File: src/rtl/ram_boot_loader_if.sv
// Word-stream load channel into ram_boot_loader.
// A word moves when ld_valid and ld_ready are both high at a rising clk edge.
// The master holds ld_addr/ld_data/ld_last stable while ld_valid is high.
// ld_ready depends only on the loader's state and never on ld_valid.
interface ram_boot_loader_if #(
  parameter int WORD_SIZE    = 8,
  parameter int ADDRESS_SIZE = 5
);
  logic                    ld_valid;
  logic                    ld_ready;
  logic [ADDRESS_SIZE-1:0] ld_addr;
  logic [WORD_SIZE-1:0]    ld_data;
  logic                    ld_last;

  modport master (output ld_valid, ld_addr, ld_data, ld_last, input ld_ready);
  modport slave  (input ld_valid, ld_addr, ld_data, ld_last, output ld_ready);
endinterface

File: src/rtl/ram_boot_loader.sv
// Boot/reload front end that owns the single RAM port.
// It keeps the CPU halted while (address, data) words are streamed into RAM,
// then sequences the CPU reset and enable so the CPU takes over the port.
// The RAM port is a plain state-selected mux, so no bus is ever floated.
module ram_boot_loader #(
  parameter int WORD_SIZE     = 8,
  parameter int ADDRESS_SIZE  = 5,
  parameter bit BOOT_ON_RESET = 1'b1,
  parameter int RESET_CYCLES  = 2
) (
  input  logic                    clk,
  input  logic                    reset,
  input  logic                    load_start,
  ram_boot_loader_if.slave        ld,
  input  logic                    cpu_w,
  input  logic [ADDRESS_SIZE-1:0] cpu_waddr,
  input  logic [WORD_SIZE-1:0]    cpu_wdata,
  input  logic [ADDRESS_SIZE-1:0] cpu_raddr,
  output logic                    ram_w,
  output logic [ADDRESS_SIZE-1:0] ram_waddr,
  output logic [WORD_SIZE-1:0]    ram_wdata,
  output logic [ADDRESS_SIZE-1:0] ram_raddr,
  output logic                    cpu_en,
  output logic                    cpu_reset,
  output logic                    busy,
  output logic [ADDRESS_SIZE:0]   load_count,
  output logic [WORD_SIZE-1:0]    checksum,
  output logic [1:0]              state_dbg
);

  typedef enum logic [1:0] {
    S_HALT    = 2'd0,
    S_LOAD    = 2'd1,
    S_RELEASE = 2'd2,
    S_RUN     = 2'd3
  } state_t;

  // Release counter only needs to reach RESET_CYCLES-1.
  localparam int REL_W    = (RESET_CYCLES > 1) ? $clog2(RESET_CYCLES) : 1;
  localparam int REL_LAST = RESET_CYCLES - 1;
  // load_count saturates at the RAM depth.
  localparam logic [ADDRESS_SIZE:0] COUNT_MAX = {1'b1, {ADDRESS_SIZE{1'b0}}};

  state_t                  state, state_next;
  logic [REL_W-1:0]        rel_cnt, rel_next;
  logic [ADDRESS_SIZE:0]   count_next;
  logic [WORD_SIZE-1:0]    sum_next;
  logic                    accept;

  // A word is taken only while loading; ld_valid elsewhere is ignored.
  assign accept    = (state == S_LOAD) && ld.ld_valid;
  assign state_dbg = state;

  // State register plus load counters and release counter.
  always_ff @(posedge clk or negedge reset) begin
    if (!reset) begin
      state      <= S_HALT;
      rel_cnt    <= '0;
      load_count <= '0;
      checksum   <= '0;
    end else begin
      state      <= state_next;
      rel_cnt    <= rel_next;
      load_count <= count_next;
      checksum   <= sum_next;
    end
  end

  // Next-state logic; counters clear on every edge that enters LOAD.
  always_comb begin
    state_next = state;
    rel_next   = rel_cnt;
    count_next = load_count;
    sum_next   = checksum;
    case (state)
      S_HALT: begin
        if (!BOOT_ON_RESET) begin
          state_next = S_RELEASE;
          rel_next   = '0;
        end else if (load_start) begin
          state_next = S_LOAD;
          count_next = '0;
          sum_next   = '0;
        end
      end
      S_LOAD: begin
        if (accept) begin
          if (load_count != COUNT_MAX) count_next = load_count + 1'b1;
          sum_next = checksum + ld.ld_data;
          if (ld.ld_last) begin
            state_next = S_RELEASE;
            rel_next   = '0;
          end
        end
      end
      S_RELEASE: begin
        if (rel_cnt == REL_W'(REL_LAST)) begin
          state_next = S_RUN;
        end else begin
          rel_next = rel_cnt + REL_W'(1);
        end
      end
      S_RUN: begin
        if (load_start) begin
          state_next = S_LOAD;
          count_next = '0;
          sum_next   = '0;
        end
      end
      default: state_next = S_HALT;
    endcase
  end

  // Outputs and RAM port mux decoded from the current state.
  always_comb begin
    ld.ld_ready = (state == S_LOAD);
    busy        = (state == S_LOAD) || (state == S_RELEASE);
    cpu_en      = (state == S_RUN);
    cpu_reset   = (state == S_RUN);
    ram_w       = 1'b0;
    ram_waddr   = cpu_waddr;
    ram_wdata   = cpu_wdata;
    ram_raddr   = cpu_raddr;
    case (state)
      S_LOAD: begin
        ram_w     = ld.ld_valid;
        ram_waddr = ld.ld_addr;
        ram_wdata = ld.ld_data;
        ram_raddr = ld.ld_addr;
      end
      S_RUN:   ram_w = cpu_w;
      default: ram_w = 1'b0;
    endcase
  end

endmodule

File: src/flat_wrapper.sv
// flat-port wrapper written by rule: the top's interface ports become plain ports
module ram_boot_loader_flat 
#(
  parameter int WORD_SIZE     = 8,
  parameter int ADDRESS_SIZE  = 5,
  parameter bit BOOT_ON_RESET = 1'b1,
  parameter int RESET_CYCLES  = 2
)
  (clk, reset, load_start, cpu_w, cpu_waddr, cpu_wdata, cpu_raddr, ram_w, ram_waddr, ram_wdata, ram_raddr, cpu_en, cpu_reset, busy, load_count, checksum, state_dbg, ld_ld_valid, ld_ld_addr, ld_ld_data, ld_ld_last, ld_ld_ready);
  ram_boot_loader_if #(.WORD_SIZE(WORD_SIZE), .ADDRESS_SIZE(ADDRESS_SIZE)) ld_i ();
  input  logic clk;
  input  logic reset;
  input  logic load_start;
  input  logic cpu_w;
  input  logic [ADDRESS_SIZE-1:0] cpu_waddr;
  input  logic [WORD_SIZE-1:0] cpu_wdata;
  input  logic [ADDRESS_SIZE-1:0] cpu_raddr;
  output logic ram_w;
  output logic [ADDRESS_SIZE-1:0] ram_waddr;
  output logic [WORD_SIZE-1:0] ram_wdata;
  output logic [ADDRESS_SIZE-1:0] ram_raddr;
  output logic cpu_en;
  output logic cpu_reset;
  output logic busy;
  output logic [ADDRESS_SIZE:0] load_count;
  output logic [WORD_SIZE-1:0] checksum;
  output logic [1:0] state_dbg;
  input wire logic [$bits(ld_i.ld_valid)-1:0] ld_ld_valid;
  input wire logic [$bits(ld_i.ld_addr)-1:0] ld_ld_addr;
  input wire logic [$bits(ld_i.ld_data)-1:0] ld_ld_data;
  input wire logic [$bits(ld_i.ld_last)-1:0] ld_ld_last;
  output wire logic [$bits(ld_i.ld_ready)-1:0] ld_ld_ready;
  assign ld_i.ld_valid = ld_ld_valid;
  assign ld_i.ld_addr = ld_ld_addr;
  assign ld_i.ld_data = ld_ld_data;
  assign ld_i.ld_last = ld_ld_last;
  assign ld_ld_ready = ld_i.ld_ready;
  ram_boot_loader #(.WORD_SIZE(WORD_SIZE), .ADDRESS_SIZE(ADDRESS_SIZE), .BOOT_ON_RESET(BOOT_ON_RESET), .RESET_CYCLES(RESET_CYCLES)) u_core (.clk(clk), .reset(reset), .load_start(load_start), .ld(ld_i), .cpu_w(cpu_w), .cpu_waddr(cpu_waddr), .cpu_wdata(cpu_wdata), .cpu_raddr(cpu_raddr), .ram_w(ram_w), .ram_waddr(ram_waddr), .ram_wdata(ram_wdata), .ram_raddr(ram_raddr), .cpu_en(cpu_en), .cpu_reset(cpu_reset), .busy(busy), .load_count(load_count), .checksum(checksum), .state_dbg(state_dbg));
endmodule
File: config.mk
export PLATFORM = sky130hd
export DESIGN_NAME = ram_boot_loader_flat
export DESIGN_NICKNAME = d
export VERILOG_FILES = /design/src/rtl/ram_boot_loader_if.sv /design/src/rtl/ram_boot_loader.sv /design/src/flat_wrapper.sv
export SDC_FILE = /design/constraint.sdc
export NUM_CORES = 1
export LEC_CHECK = 0
export CAP_MARGIN = 20
export CORE_MARGIN = 5
export CORE_UTILIZATION = 42
export DETAILED_ROUTE_END_ITERATION = 6
export GPL_TIMING_DRIVEN = 0
export PLACE_DENSITY = 0.9
export SLEW_MARGIN = 10
export SYNTH_ARGS = -nofsm -noshare
export SYNTH_HDL_FRONTEND = slang
export SYNTH_SLANG_ARGS = --single-unit
export TNS_END_PERCENT = 30
File: constraint.sdc
create_clock -name clk -period 6.05 [get_ports clk]
set_input_delay 1.815 -clock clk [delete_from_list [all_inputs] [get_ports clk]]
set_output_delay 1.815 -clock clk [all_outputs]
set_load 0.005 [all_outputs]
# == Word-level counts from Yosys, hierarchy flattened ==
# Index checks and enable logic that the tools add are counted.
# W data, S select, Z words.
# op_classes
addsub,3
mul,0
div_mod_pow,0
n_lt_le_gt_ge,0
n_eq_ne,9
shifts,0
muxes,20
n_bitwise,0
reduce_logical,10
# ops
operator,count
$mux W8,3
$mux W6,3
$pmux W8 S2,1
$pmux W6 S2,1
$mux W5,2
$add A8 B8 Y8,1
$mux W2,4
$ne A2 B1 Y1 const B,4
$reduce_and A4 Y1,2
$add A6 B1 Y6 const B,1
$ne A6 B6 Y1 const B,1
$pmux W2 S3,1
$reduce_and A3 Y1,2
$eq A2 B2 Y1 const B,2
$pmux W1 S2,2
$reduce_bool A2 Y1,2
$mux W1,3
$eq A2 B1 Y1 const B,1
$logic_not A2 Y1,1
$ne A2 B2 Y1 const B,1
$reduce_or A2 Y1,1
$add A1 B1 Y1 const B,1
$logic_and A1 B1 Y1,1
$logic_or A1 B1 Y1,1
# word_totals
register_bits,17
latch_bits,0
ramBits,0
romBits,0
input_bits,37
out_inout_bits,39
elab_cells,46
mem_count,0

# == Logic depth before layout (Yosys ltp) ==
# Gate-level depths: netlist of the first run.
# depth
ltp_word,4
mapped_depth,8
depth_no_buf,7

# == Worst setup path after synthesis of the first run ==
# OpenSTA, ideal clock, no wires.
# synth_path
kind,input to output
startpoint,input port ld_ld_data[0]
endpoint,output port ram_wdata[0]
t_arrival_ps,2070
required_ps,4235
path_slack_ps,2165
cell_stages,1
path_buffers,0
cell_sequence,mux2_2
# synth_via
elab_chain_cells,1
# synth_lines
item,line,rtl
"start, declared",flat_wrapper.sv:30,input wire logic [$bits(ld_i.ld_data)-1:0] ld_ld_data;
$mux W8,ram_boot_loader.sv:124,case (state)
"end, declared",flat_wrapper.sv:20,output logic [WORD_SIZE-1:0] ram_wdata;
# No other way between the ends.

# == Worst setup path in the final report of the first run ==
# layout_path
startpoint,input port ld_ld_data[1]
endpoint,output port ram_wdata[1]
# The elaborated chain is that of the path after synthesis.

==> impl_results.md, run 1 <==
- Number of max-cap violations: 0
- Initial core utilization: 0.4419
- RSZ-0062 raised after global routing: no
- Row count: 20
- Critical-path cell list: clkdlybuf4s50_1, mux2_2, clkdlybuf4s50_1
- Share of the synthesized area in the top cell type: 0.3102
- Fin cells: between 200 and 300
- Final HPWL DP: approximately 3400 um
- Tot Pwr: 0.9950 mW
- Area growth syn-to-layout: 60.67%
- Syn nets: about 210
- RePlAce Congestion: between 0.7 and 0.8
- Setup TNS: 0 ns
- Placed cell areas: around 0.0022 mm2
- TritonCTS clock tree: built
- Final instance area: 0.002203 mm2
- PortBufs: between 70 and 80
- Main flop type after synthesis: dfrtp_1
- Asr flop ratio synth: 1.000
- Nets: 288
- Clock Tree Root: clkbuf_4
- CORE AREA: between 0.003 and 0.004 mm2
- Required @ worst endpoint: between 4 and 5 ns
- Initial antenna violation count: 0
- Crit path DAT: ~3 ns
- Area contributors post-synth: dfrtp_1 (31%), ha_1 (11%), o21ai_0 (7.7%)
- Postcts setup bufs: 0
- Total vias in the final route: between 1000 and 1500
- CTS Buffer Depth: 2
- Sink Count: 17
- Outcome: completed
- Ant diodes: 0
- Synth Register Bits: 17
- Routed Antenna Nets: 0
- Die width: roughly 67 um
- Via/cell ratio: a little over 5
- Placed insts: 277
- Largest area contributor in the netlist: dfrtp_1
- Pre-antenna DRT Iters: 4
- Die area: between 0.004 and 0.005 mm2
- Number of hold buffers added after cts: 0
- Total CTS buffers: 3
- Register area share after synthesis: 0.3102
- Avg Synthesized Cell Area: around 8.7 um2
- Setup CP Type: in2out
- First-pass GRT wire length: about 6400 um
- Number of flops mapped to enable cells by yosys: 0
- Vias in the first global route: 1384
- Gr ovfl total: 0
- Worst path bufs/invs: 2
- Most used cell, CP: clkdlybuf4s50_1
- Worst path max stage delay: 0.47 ns
- Power density over the cells: ~450 mW/mm2
- CTS clk-pin slew, worst paths: around 0.10 ns
- Max VDD drop: 0.2612 mV
- Routed WL per cell: 14.49 um
- Worst-path maximum fanout: 3
- Number of gates resized after CTS: 0
- CTS H-tree depth: 1
- I/O Pins: 76
- Post-Route WL: ~4000 um
- P_leak: ~0.99 nW
- Distinct cell type count after synthesis: 38
- Drt drc: 0
- Crit path max-delay family: buffers and inverters
- # setup viols final: 0
- Max Fclk: between 200 and 250 MHz
- Worst-margin pin slew: 0.8100 ns
- Crit end category: output pin
- Largest net degree at the start of global routing: 18
- DR iter-0 viols: 19
- Slowest cell on crit path: clkdlybuf4s50_1
- Worst relative slew slack: 0.4583
- Cell Area, Synth: roughly 0.0014 mm2
- Layout cells sized above 1: 0.09283
- Post-Syn Instances: between 150 and 200
- Max-slew violations: 0
- Min cycle time layout: 4.847 ns
- Die Y-Extent: approximately 67 um
- Total GRT Usage: 0.1845
- Hold WC Path Type: reg2reg
- Critical Path Start Type: primary input
- Min Hold Slack: between 0.5 and 0.6 ns
- Worst Clk Skew: 0.006242 ns
- Fin crit share: 0.8012
- Hold Vio Cnt, Final: 0
- Synthesis warning total: 0
- Clk_lat worst skew: about 0.29 ns
## where the power goes
| group | switching (mW) | total [mW] | internal, mW | leakage, nW |
|---|---|---|---|---|
| logic | 0.332 | 0.718 | 0.385 | 0.761 |
| registers | 0.0514 | 0.214 | 0.163 | 0.218 |
| clock network | 0.0372 | 0.0629 | 0.0256 | 0.0150 |
## Yosys cell counts (all sizes together) (2+ instances only)
library cell  instances
nand2                20
a21o                  5
xnor2                 4
o21bai                2
a21boi                2
ha                   12
dfrtp                17
inv                  19
nor2b                 3
clkbuf                2
buf                   4
nand3                 4
a21oi                 7
a22o                  4
o31ai                 2
o21ai                22
mux2                  8
nor2                  5
a2111oi               2
## sequential cells by signal, indices dropped and copies added (netlist names)
| register | cells |
|---|---|
| u_core.load_count | 6 |
| u_core.checksum | 8 |
| u_core.rel_cnt | 1 |
| u_core.state_dbg | 2 |
## per-layer routing
layer | up-vias | track usage | wire length [um]
met1 | 647 | 0.2195 | 1708
li1 | 710 | - | -
met4 | 0 | 0.03291 | 20
met5 | - | 0 | 0
met3 | 4 | 0.04659 | 425
met2 | 61 | 0.3362 | 1917
## per-stage QoR
step	util	setup WS (ns)
after CTS	0.7101	1.196
final	0.7101	1.203
after global placement	0.7016	1.200
after global routing	0.7101	1.139
after floorplan	-	2.165
after detailed placement	0.7016	1.198
## tightest hold or removal path, delay by kind of cell, from the launching register on
family | cells | cell delay (ns)
DFF | 1 | 0.39
and+or+nand+nor | 1 | 0.05
AOI/OAI and AO/OA | 1 | 0.06
## worst paths after layout
kind,endpoint,slack [ns],from,depth (start not counted)
max reg2reg,u_core.load_count[3],3.90,u_core.state_dbg[1],8
min reg2reg,u_core.checksum[0],0.54,u_core.checksum[0],2
min,u_core.checksum[0],0.54,u_core.checksum[0],2
max in group asynchronous,u_core.load_count[3],3.57,reset,1
min in group asynchronous,u_core.checksum[5],1.98,reset,1
max,ram_wdata[1],1.20,ld_ld_data[1],3
## cells by family (layout without fill, tap and decap cells)
logic type / Yosys count / count (layout) / share of synthesized area
xor+xnor: 5 / 5 / 0.03193
compound gates: 52 / 52 / 0.2682
fa+ha+maj: 13 / 13 / 0.1241
buf+inv: 25 / 104 / 0.07300
flops: 17 / 17 / 0.3102
mux: 8 / 8 / 0.06570
simple gates: 38 / 38 / 0.1268
## area by class of cell
| cell class | instances | area, um2 |
|---|---|---|
| Buffer | 6 | 28.78 |
| Timing Repair Buffer | 75 | 750.7 |
| Tap cell | 44 | 55.05 |
| Multi-Input combinational cell | 116 | 845.8 |
| Inverter | 19 | 71.32 |
| Clock buffer | 4 | 26.28 |
| Fill cell | 258 | 899.6 |
| Sequential cell | 17 | 425.4 |
## cells in the final DEF (no fill, tap or decap), types with 5 or more instances in the layout
cell	count
o21ai_0	21
nor2_1	5
inv_1	19
dfrtp_1	17
ha_1	12
nand2_1	20
mux2_2	8
a21oi_1	7
clkdlybuf4s50_1	75
Power figures use the tool's default switching activity.
==> inputs of run 2 (changes only) <==
Settings changed: CORE_UTILIZATION 42 to 39, PLACE_DENSITY 0.9 to 0.85.
Clock period 6.05 ns to 4.5 ns, I/O delays scaled along.
==> impl_results.md, run 2 (same netlist as run 1, synthesis figures left out) <==
- Setup CP Type: in2out
- Worst-margin pin slew: 0.7842 ns
- Clock Tree Root: clkbuf_4
- CTS Buffer Depth: 2
- Switching Share: 0.4171
- Nets: 288
- I/O Pins: 76
- Worst relative slew slack: 0.4756
- Final Util: 0.6563
- Max VDD drop: between 0.3 and 0.4 mV
- Max Fclk: between 200 and 300 MHz
- Clk pwr share: 0.063
- Hold Vio Cnt, Final: 0
- Power density over the cells: approximately 600 mW/mm2
- RSZ-0062 raised after global routing: no
- Placed cell areas: ~0.0022 mm2
- Gr ovfl total: 0
- Max reg flops: 8
- Total CTS buffers: 3
- Sw power: 0.5510 mW
- Number of gates resized after CTS: 0
- Hold WC Path Type: reg2reg
- Critical Path Start Type: primary input
- Final HPWL DP: about 3100 um
- DR iter-0 viols: approximately 40
- Tot Pwr: 1.321 mW
- # setup viols final: 0
- Crit path DAT: roughly 2.6 ns
- Area growth syn-to-layout: 60.95%
- Most frequent cells in the layout: clkdlybuf4s50_1 (75), o21ai_0 (21), nand2_1 (20)
- Die area: ~0.0048 mm2
- Fin crit share: 0.8679
- Pre-antenna DRT Iters: 4
- First-pass GRT wire length: roughly 6400 um
- Routed WL per cell: between 10 and 15 um
- Largest net degree at the start of global routing: 18
- P_leak: 0.9963 nW
- Combinational share of power: 0.721
- Initial antenna violation count: 0
- Total vias in the final route: around 1400
- Initial core utilization: 0.4077
- Final instance area: between 0.002 and 0.0025 mm2
- Sink Count: 17
- Slowest cell on crit path: clkdlybuf4s50_1
- Number of max-cap violations: 0
- Setup TNS: 0 ns
- Required @ worst endpoint: about 3.2 ns
- Max-slew violations: 0
- Critical-path cell list: clkdlybuf4s50_1, inv_1, o21ai_0, clkdlybuf4s50_1
- Top reg by flops: u_core.checksum
- Min cycle time layout: slightly below 4 ns
- Ant diodes: 0
- Vias in the first global route: 1392
- Worst-path maximum fanout: 1
- Row count: 21
- CORE AREA: 0.003363 mm2
- Worst path max stage delay: around 0.55 ns
- Routed Antenna Nets: 0
- Post-Route WL: 3872 um
- Crit end category: output pin
- Worst Clk Skew: 0.006177 ns
- Pre-CTS setup slack: 0.5609 ns
- Via/cell ratio: around 5.0
- Total GRT Usage: 0.1576
- Crit path max-delay family: buffers and inverters
- PortBufs: between 70 and 80
- CTS clk-pin slew, worst paths: approximately 0.1 ns
- RePlAce Congestion: ~0.80
- CTS H-tree depth: 1
- Worst path bufs/invs: 3
- Sequential power share: 0.216
- Outcome: completed
- Drt drc: 0
- Die width: approximately 69 um
- Most used cell, CP: clkdlybuf4s50_1
- Number of hold buffers added after cts: 0
- Clk_lat worst skew: about 0.29 ns
- TritonCTS clock tree: built
- Die Y-Extent: approximately 69 um
- Layout cells sized above 1: 0.09705
- Most common cell after layout, fill and taps aside: clkdlybuf4s50_1
- PnR worst setup slack: between 0.5 and 0.6 ns
- Postcts setup bufs: 0
- Int Power: between 0.7 and 0.8 mW
[run 2: changes by cell type in the layout (fill, tap and decap cells not counted), sizes merged]
cell    previous run  this run
clkbuf             6         5
clkinv             0         1
[run 2: worst reg2reg max path: stages (launching register included)]
cell and delay (ns):
dfrtp_1 0.43, inv_1 0.07, ha_1 0.16, buf_2 0.24
nand2_1 0.16, a21o_1 0.28, a31oi_2 0.36, a21boi_0 0.15
o21ai_0 0.16
[run 2: stage by stage]
| step | hold WS, ns | instances |
|---|---|---|
| 6_report | 0.5236 | 283 |
| 5_1_grt | 0.5454 | 283 |
| 4_1_cts | 0.5302 | 283 |
| 3_5_place_dp | 0.5053 | 279 |
| 3_3_place_gp | 0.4911 | 279 |
| 2_1_floorplan | 0.4982 | 158 |
[run 2: cell type report]
| class | count | area [um2] |
|---|---|---|
| Multi-Input combinational cell | 116 | 845.8 |
| Tap cell | 46 | 57.56 |
| Inverter | 19 | 71.32 |
| Clock buffer | 3 | 22.52 |
| Clock inverter | 1 | 5.005 |
| Sequential cell | 17 | 425.4 |
| Buffer | 6 | 28.78 |
| Timing Repair Buffer | 75 | 750.7 |
| Fill cell | 296 | 1156 |
[run 2: power by group through the flow]
stage	sequential (mW)	combinational [mW]	clock, mW
2_1_floorplan	0.283	0.524	0
3_3_place_gp	0.287	0.936	0
5_1_grt	0.300	1.05	0.0913
4_1_cts	0.287	0.963	0.0848
6_report	0.286	0.953	0.0830
3_5_place_dp	0.289	0.955	0
[run 2: final timing paths]
kind / from / to / slack [ns] / depth (start not counted)
max: cpu_waddr[1] / ram_waddr[1] / 0.59 / 4
min: u_core.checksum[0] / u_core.checksum[0] / 0.52 / 2
max reg2reg: u_core.state_dbg[1] / u_core.load_count[3] / 2.42 / 8
min reg2reg: u_core.checksum[0] / u_core.checksum[0] / 0.52 / 2
max in group asynchronous: reset / u_core.checksum[4] / 2.51 / 1
min in group asynchronous: reset / u_core.load_count[1] / 1.50 / 1
[run 2: routing by layer]
metal / up-vias / global-route usage / wire [um] / share of wire
met5: - / 0 / 0 / 0
li1: 710 / - / - / -
met4: 0 / 0.03254 / 27 / 0.0070
met1: 645 / 0.1862 / 1796 / 0.46
met3: 5 / 0.03188 / 242 / 0.063
met2: 63 / 0.2913 / 1806 / 0.47
